==> src/rtl/uart_pkg.sv <==
// Shared UART definitions: FIFO sizing, RX entry layout and FCR trigger decode.
package uart_pkg;

  localparam int unsigned UART_FIFO_DEPTH = 16;
  localparam int unsigned UART_ERR_W      = 3;

  typedef struct packed {
    logic [2:0] err;
    logic [7:0] data;
  } uart_rx_entry_t;

  // FCR[7:6] receive trigger level in characters.
  function automatic int unsigned uart_trig_thr(input bit [1:0] sel);
    case (sel)
      2'b00:   return 1;
      2'b01:   return 4;
      2'b10:   return 8;
      default: return 14;
    endcase
  endfunction

endpackage

==> src/rtl/uart_fifo_mem.sv <==
// Register-array FIFO storage: one synchronous write port, one asynchronous read port.
module uart_fifo_mem #(
  parameter int unsigned DEPTH = 16,
  parameter int unsigned WIDTH = 11
) (
  input  logic                     clk,
  input  logic                     we,
  input  logic [$clog2(DEPTH)-1:0] waddr,
  input  logic [WIDTH-1:0]         wdata,
  input  logic [$clog2(DEPTH)-1:0] raddr,
  output logic [WIDTH-1:0]         rdata
);

  logic [WIDTH-1:0] mem_q [DEPTH];

  always_ff @(posedge clk) begin
    if (we) mem_q[waddr] <= wdata;
  end

  assign rdata = mem_q[raddr];

endmodule

==> src/rtl/uart_rx_fifo.sv <==
// UART receive FIFO with per-character error flags, trigger/timeout interrupts and LSR status.
module uart_rx_fifo
  import uart_pkg::*;
#(
  parameter int unsigned DEPTH      = UART_FIFO_DEPTH,
  parameter int unsigned DATA_W     = 8,
  parameter int unsigned TOUT_CHARS = 4
) (
  input  logic                     clk,
  input  logic                     rst_n,
  input  logic                     wr_en,
  input  logic [DATA_W-1:0]        wr_data,
  input  logic [2:0]               wr_err,
  input  logic                     rd_en,
  output logic [DATA_W-1:0]        rd_data,
  output logic [2:0]               rd_err,
  input  logic                     fifo_clr,
  input  logic [1:0]               trig_sel,
  input  logic                     char_tick,
  output logic [$clog2(DEPTH):0]   count,
  output logic                     empty,
  output logic                     overrun,
  input  logic                     ovr_clr,
  output logic                     err_in_fifo,
  output logic                     trig_irq,
  output logic                     tout_irq
);

  localparam int unsigned AW    = $clog2(DEPTH);
  localparam int unsigned PTR_W = AW + 1;
  localparam int unsigned ENT_W = DATA_W + UART_ERR_W;
  localparam logic [2:0]  TOUT_MAX = 3'(TOUT_CHARS);

  logic [PTR_W-1:0] wr_ptr_q, wr_ptr_d, rd_ptr_q, rd_ptr_d;
  logic [PTR_W-1:0] count_q, count_d, err_cnt_q, err_cnt_d;
  logic [2:0]       tout_q, tout_d;
  logic             ovr_q, ovr_d;
  logic             full, push, pop, push_err, pop_err;
  logic [ENT_W-1:0] rd_entry;

  assign full  = (wr_ptr_q[PTR_W-1] != rd_ptr_q[PTR_W-1]) &&
                 (wr_ptr_q[AW-1:0] == rd_ptr_q[AW-1:0]);
  assign empty = (wr_ptr_q == rd_ptr_q);

  // When full, a simultaneous pop frees the slot the push then lands in.
  assign push     = !fifo_clr && wr_en && (!full || rd_en);
  assign pop      = !fifo_clr && rd_en && !empty;
  assign push_err = push && (wr_err != 3'b000);
  assign pop_err  = pop && (rd_err != 3'b000);

  always_comb begin
    wr_ptr_d  = wr_ptr_q;
    rd_ptr_d  = rd_ptr_q;
    count_d   = count_q;
    err_cnt_d = err_cnt_q;
    tout_d    = tout_q;
    ovr_d     = ovr_q && !ovr_clr;

    if (!fifo_clr && wr_en && full && !rd_en) ovr_d = 1'b1;

    if (fifo_clr) begin
      wr_ptr_d  = '0;
      rd_ptr_d  = '0;
      count_d   = '0;
      err_cnt_d = '0;
    end else begin
      if (push) wr_ptr_d = wr_ptr_q + PTR_W'(1);
      if (pop)  rd_ptr_d = rd_ptr_q + PTR_W'(1);
      case ({push, pop})
        2'b10:   count_d = count_q + PTR_W'(1);
        2'b01:   count_d = count_q - PTR_W'(1);
        default: count_d = count_q;
      endcase
      case ({push_err, pop_err})
        2'b10:   err_cnt_d = err_cnt_q + PTR_W'(1);
        2'b01:   err_cnt_d = err_cnt_q - PTR_W'(1);
        default: err_cnt_d = err_cnt_q;
      endcase
    end

    if (fifo_clr || push || pop || empty) tout_d = 3'd0;
    else if (char_tick && (tout_q != TOUT_MAX)) tout_d = tout_q + 3'd1;
  end

  always_ff @(posedge clk or negedge rst_n) begin
    if (!rst_n) begin
      wr_ptr_q  <= '0;
      rd_ptr_q  <= '0;
      count_q   <= '0;
      err_cnt_q <= '0;
      tout_q    <= 3'd0;
      ovr_q     <= 1'b0;
    end else begin
      wr_ptr_q  <= wr_ptr_d;
      rd_ptr_q  <= rd_ptr_d;
      count_q   <= count_d;
      err_cnt_q <= err_cnt_d;
      tout_q    <= tout_d;
      ovr_q     <= ovr_d;
    end
  end

  uart_fifo_mem #(
    .DEPTH (DEPTH),
    .WIDTH (ENT_W)
  ) u_mem (
    .clk   (clk),
    .we    (push),
    .waddr (wr_ptr_q[AW-1:0]),
    .wdata ({wr_err, wr_data}),
    .raddr (rd_ptr_q[AW-1:0]),
    .rdata (rd_entry)
  );

  assign rd_data     = rd_entry[DATA_W-1:0];
  assign rd_err      = rd_entry[ENT_W-1:DATA_W];
  assign count       = count_q;
  assign overrun     = ovr_q;
  assign err_in_fifo = (err_cnt_q != '0);
  assign trig_irq    = (count_q >= PTR_W'(uart_trig_thr(trig_sel)));
  assign tout_irq    = (tout_q == TOUT_MAX) && !empty;

endmodule

==> config.mk <==
export PLATFORM = sky130hd
export DESIGN_NAME = uart_rx_fifo
export DESIGN_NICKNAME = d
export VERILOG_FILES = /design/src/rtl/uart_pkg.sv /design/src/rtl/uart_fifo_mem.sv /design/src/rtl/uart_rx_fifo.sv
export SDC_FILE = /design/constraint.sdc
export NUM_CORES = 1
export LEC_CHECK = 0
export CAP_MARGIN = 25
export CORE_MARGIN = 2
export CORE_UTILIZATION = 64
export CTS_CLUSTER_SIZE = 8
export DETAILED_ROUTE_END_ITERATION = 8
export PLACE_DENSITY_LB_ADDON = 0.1
export SLEW_MARGIN = 20
export SYNTH_ARGS = -nofsm -noshare
export SYNTH_HDL_FRONTEND = slang
export SYNTH_SLANG_ARGS = --single-unit
==> constraint.sdc <==
create_clock -name clk -period 6.3 [get_ports clk]
set_input_delay 1.89 -clock clk [delete_from_list [all_inputs] [get_ports clk]]
set_output_delay 1.89 -clock clk [all_outputs]
set_load 0.02 [all_outputs]
; Word level (Yosys, flattened, before mapping)
; Memory sizes are Yosys's and may differ from the RTL's.
; Index checks and enable logic that the tools add are counted.
[op_classes]
order_cmp = 1
mux = 14
n_addsub = 7
n_eq_ne = 11
reduce_logical = 30
[ops]
columns = op, n
row1 = $mux W5, 6
row2 = $add A5 B1 Y5 const B, 4
row3 = $pmux W5 S2, 2
row4 = $logic_and A1 B1 Y1, 12
row5 = $pmux W4 S3, 1
row6 = $reduce_bool A3 Y1, 4
row7 = $sub A5 B1 Y5 const B, 2
row8 = $eq A2 B1 Y1 const B, 3
row9 = $eq A2 B2 Y1 const B, 3
row10 = $mux W3, 2
row11 = $reduce_bool A2 Y1, 3
row12 = $eq A5 B5 Y1, 1
row13 = $ge A5 B5 Y1, 1
row14 = $logic_not A1 Y1, 5
row15 = $reduce_bool A5 Y1, 1
row16 = $eq A4 B4 Y1, 1
row17 = $logic_or A1 B1 Y1, 4
row18 = $add A3 B1 Y3 const B, 1
row19 = $eq A3 B3 Y1 const B, 1
row20 = $mux W1, 3
row21 = $ne A3 B3 Y1 const B, 1
row22 = $logic_not A2 Y1, 1
row23 = $ne A1 B1 Y1, 1
[word_totals]
output_inout_bits = 21
word_cells = 70
input_bits = 20
memories = 1
ramBits = 176
reg_bits = 24
[memory_table]
columns = name, depth, word_bits, rd, rd_ports_with_merged_regs, write_ports, line
row1 = u_mem.mem_q, 16, 11, 1, 0, 1, uart_fifo_mem.sv:14  ; logic [WIDTH-1:0] mem_q [DEPTH];

; Logic depth before layout (Yosys ltp)
[depth]
word_depth = 9
ltp_mapped = 16
ltp_nobuf = 14

; By module
; Synthesis repeated with hierarchy kept, for this count alone.
[hier_totals]
hier_cells = 485
hier_area_um2 = 8609.5
[by_module_without_submodules]
columns = module, seq_area_each_um2, instances, cells_per_inst, area_each_um2
row1 = uart_fifo_mem, 5285.1, 1, 294, 6819.0
row2 = uart_rx_fifo, 600.6, 1, 191, 1790.5

; Worst setup path after synthesis
; No wires, ideal clock.
[synth_timing]
kind = input -> output
from = input port trig_sel[1]
to = output port trig_irq
t_arrival_ps = 2782
path_slack_ps = 1628
path_buffers = 0
stages = 7
required_ps = 4410
path_cell_list = nor2_1 -> ha_1 -> nand2b_1 -> a21oi_1 -> nor2b_1 -> o21ai_0 -> nand2_1
[synth_via]
elab_chain_cells = 3
word_cells_on_any_way = 5
classes_between = order compare: 1 / eq/ne: 2 / mux: 1 / reduce/logical: 1
[synth_rtl]
columns = element, line
row1 = start: declaration, uart_rx_fifo.sv:18  ; input logic [1:0] trig_sel,
row2 = $eq A2 B2 Y1 (tied with other cells), uart_pkg.sv:14  ; case (sel)
row3 = $pmux W4 S3 (*), uart_pkg.sv:14
row4 = $ge A5 B5 Y1 (*), uart_rx_fifo.sv:120  ; assign trig_irq = (count_q >= PTR_W'(uart_trig_thr(trig_sel)));
row5 = end: declaration, uart_rx_fifo.sv:25  ; output logic trig_irq,
; Mark *: on every way between the ends. The rest lies on a longest branch, timed or not.

; Worst setup path after layout
; Same ends and word-level chain as after synthesis.

==> impl_metrics.py <==
metrics = {
    "synth": {
        "synth-compound-area-share": 0.0266,
        "synth_flop_cell": "edfxtp_1",
        "yosysWarnings": 0,
        "muxShareOfSynthArea": 0.153,
        "syn-num-nets": 512,
        "synth_seq_cells": 200,
        "avgSynthCellArea_um2": 17.9,
        "synth_xor_area_frac": 0.0165,
        "synthesis.area_um2": 8470,
        "post_synth_inst_count": 473,
        "synth_cell_types": 51,
        "synth_top_family_by_area": "multiplexers",
        "synth-edff-count": 176,
        "ys_seq_area_frac": 0.695,
        "synth_adder_area_share": 0.0298,
        "synthArstFlopShare": 0.120,
        "yosys.area_share.simple": 0.0591,
    },
    "route": {
        "vias_per_cell": 6.19,
        "vias": 4482,
        "drt_first_iter_violations": 470,
        "routedWlPerCell_um": 23.5,
        "drtAntennaViolNets": 0,
        "drc_errors": 0,
        "firstDrtPassIters": 5,
        "wl_um": 17000,
    },
    "cells_and_area": {
        "final_cell_mix": "176 x edfxtp_1, 49 x mux4_2, 40 x clkdlybuf4s50_1",
        "n_fill_cell": 773,
        "drive_gt1_frac": 0.210,
        "layout_commonest_cell": "edfxtp_1",
        "antenna_cells": 0,
        "seqCellArea_um2": 5890,
        "post-route-util": 0.743,
        "fin_area_um2": 9720,
        "nets": 574,
        "multiInputGateArea_um2": 2430,
        "areaGrowthSynthToFinish_pct": 14.8,
    },
    "timing": {
        "setup_viol": 0,
        "final.setup_skew_ns": 0.00945,
        "slew_headroom": 0.437,
        "period_minus_slack_ns": 5.66,
        "hold_violations": 0,
        "fmax_mhz": 177,
        "fin_setup_tns_ns": 0,
        "fin_ws_ns": 0.640,
        "finalMaxSlewViolations": 0,
        "fin_crit_sh": 0.898,
        "worst_slew_pin_slew_ns": 0.845,
        "rsz0062_at_grt": "no",
    },
    "setup_path": {
        "slowest_stage": "clkdlybuf4s50_1",
        "start_kind": "primary input",
        "required_ns": 4.41,
        "rr_startpoint": "rd_ptr_q[1]",
        "cp-startpoint": "trig_sel[1]",
        "crit_family": "buffers and inverters",
        "path_buf_inv": 2,
        "worst-endpoint-arrival_ns": 3.77,
        "crit_top_cell": "clkdlybuf4s50_1",
        "end_kind": "output pin",
        "path_class": "in -> out",
        "crit_chain": "clkdlybuf4s50_1 -> nor2_1 -> ha_1 -> nand2b_1 -> a21oi_1 -> nor2b_1 -> o21ai_0 -> nand2_1 -> clkdlybuf4s50_1",
        "cp_max_fo": 3,
        "max_stage_delay_ns": 0.54,
    },
    "hold_path": {
        "hold_class": "reg -> reg",
        "holdCritStartpoint": "overrun",
    },
    "power": {
        "clkPwrFrac": 0.327,
        "p_leak_nw": 3.30,
        "power_switching_uw": 734,
        "ir_drop_uv": 227,
        "seqPwrFrac": 0.502,
        "p_int_mw": 2.31,
        "swShare": 0.241,
        "power.density_nw_per_um2": 313,
        "p_comb_frac": 0.171,
    },
    "clock_network": {
        "clkSinkCount": 200,
        "cts_tree": "built",
        "cts_resized": 0,
        "cts_hold_buf": 0,
        "ctsHtreeMaxLevel": 4,
        "postCtsSetupBuffers": 0,
        "cts_buffer_depth": 2,
        "cts-root-buf": "clkbuf_16",
        "clk_pin_slew_ns": 0.06,
        "clock_latency_ns": 0.43,
        "cts-buffers-inserted": 17,
    },
    "floorplan": {
        "dieHeight_um": 119,
        "rows": 42,
        "core_um2": 13100,
        "start_util": 0.648,
        "fp.dieArea_um2": 14200,
        "dieWidth_um": 119,
        "ios": 41,
    },
    "run": {
        "maxCapViolations": 0,
    },
    "global_route": {
        "track_usage": 0.257,
        "grt_pass1_wl_um": 26300,
        "grt_max_degree": 30,
        "grt_pass1_vias": 4605,
        "antenna_found_initial": 0,
        "grt_overflow": 0,
    },
    "placement": {
        "numPortBuffers": 40,
        "dp_slack_ns": 0.630,
        "placed_area_um2": 9190,
        "gp_congestion": 0.814,
        "post-dp-hpwl_um": 10900,
    },
    "outcome": {
        "outcome": "completed",
    },
}
## sequential cells by signal, indices dropped and copies added (netlist names)
register,flops
count,5
overrun,1
wr_ptr_q,5
tout_q,3
u_mem.mem_q,176
err_cnt_q,5
rd_ptr_q,5
## Yosys cell counts, drive strengths merged (2+ instances only)
library cell,instances,area share
a21o,2,0.0018
a21oi,7,0.0041
a22oi,2,0.0040
a31oi,2,0.0015
and2,3,0.0022
and4,3,0.0031
buf,10,0.0078
clkbuf,11,0.0049
dfrtp,24,0.071
edfxtp,176,0.62
fa,2,0.0047
ha,17,0.025
inv,18,0.0080
mux2,8,0.011
mux2i,10,0.012
mux4,49,0.13
nand2,17,0.0075
nand2b,6,0.0044
nand3,2,0.0012
nand4,2,0.0015
nor2,39,0.017
nor2b,10,0.0074
nor3,12,0.0071
nor4,2,0.0022
o21a,2,0.0018
o21ai,6,0.0035
xnor2,11,0.011
xor2,5,0.0052
## routing by layer
metal	GRT usage	wire [µm]	vias up
met5	0	0	-
met4	0.0856	266	0
met3	0.0469	1050	23
met2	0.421	8860	187
met1	0.357	6850	2297
li1	-	-	1975
## worst reg2reg max path, delay by kind of cell, from the launching register on
family                     cells  cell delay (ns)
AOI/OAI and AO/OA              4             1.09
and+or+nand+nor                5             0.92
DFF                            1             0.85
buffers and inverters          2             0.54
muxes                          1             0.37
adders and majority gates      1             0.26
xor gates and xnor gates       1             0.20
## kinds of logic (layout without fill, tap and decap cells)
| logic type | count (synthesis) | after routing |
|---|---|---|
| flops | 200 | 200 |
| xor+xnor | 16 | 16 |
| fa+ha+maj | 19 | 19 |
| buf+inv | 39 | 114 |
| mux | 67 | 67 |
| compound gates | 30 | 30 |
| simple gates | 102 | 102 |
## through the flow
stage,hold WS [ns],total power [mW],instances
2_1_floorplan,0.524,1.90,473
3_3_place_gp,0.534,2.06,692
3_5_place_dp,0.544,2.08,692
4_1_cts,0.553,3.06,724
5_1_grt,0.561,3.16,724
6_report,0.552,3.04,724
## power groups by stage
stage / registers [mW] / logic, mW / clock network [mW]
floorplan: 1.52 / 0.379 / 0
CTS: 1.53 / 0.525 / 1.01
global placement: 1.56 / 0.509 / 0
detailed placement: 1.56 / 0.522 / 0
global route: 1.53 / 0.565 / 1.06
finish: 1.53 / 0.521 / 0.995
## final cells by class
cell class                      count  area share
Clock inverter                      3     0.00463
Timing Repair Buffer               64      0.0597
Multi-Input combinational cell    234       0.250
Inverter                           18     0.00695
Sequential cell                   200       0.606
Tap cell                          176      0.0226
Clock buffer                       29      0.0504
## path summary, 6_finish.rpt
| kind | to | slack [ns] | cells past startpoint |
|---|---|---|---|
| max | trig_irq | 0.64 | 9 |
| min reg2reg | overrun | 0.55 | 2 |
| min in group asynchronous | err_cnt_q[1] | 1.82 | 2 |
| min | overrun | 0.55 | 2 |
| max reg2reg | err_cnt_q[4] | 1.94 | 14 |
| max in group asynchronous | rd_ptr_q[0] | 4.21 | 2 |
Note: power is estimated with default switching activity, not from simulation.
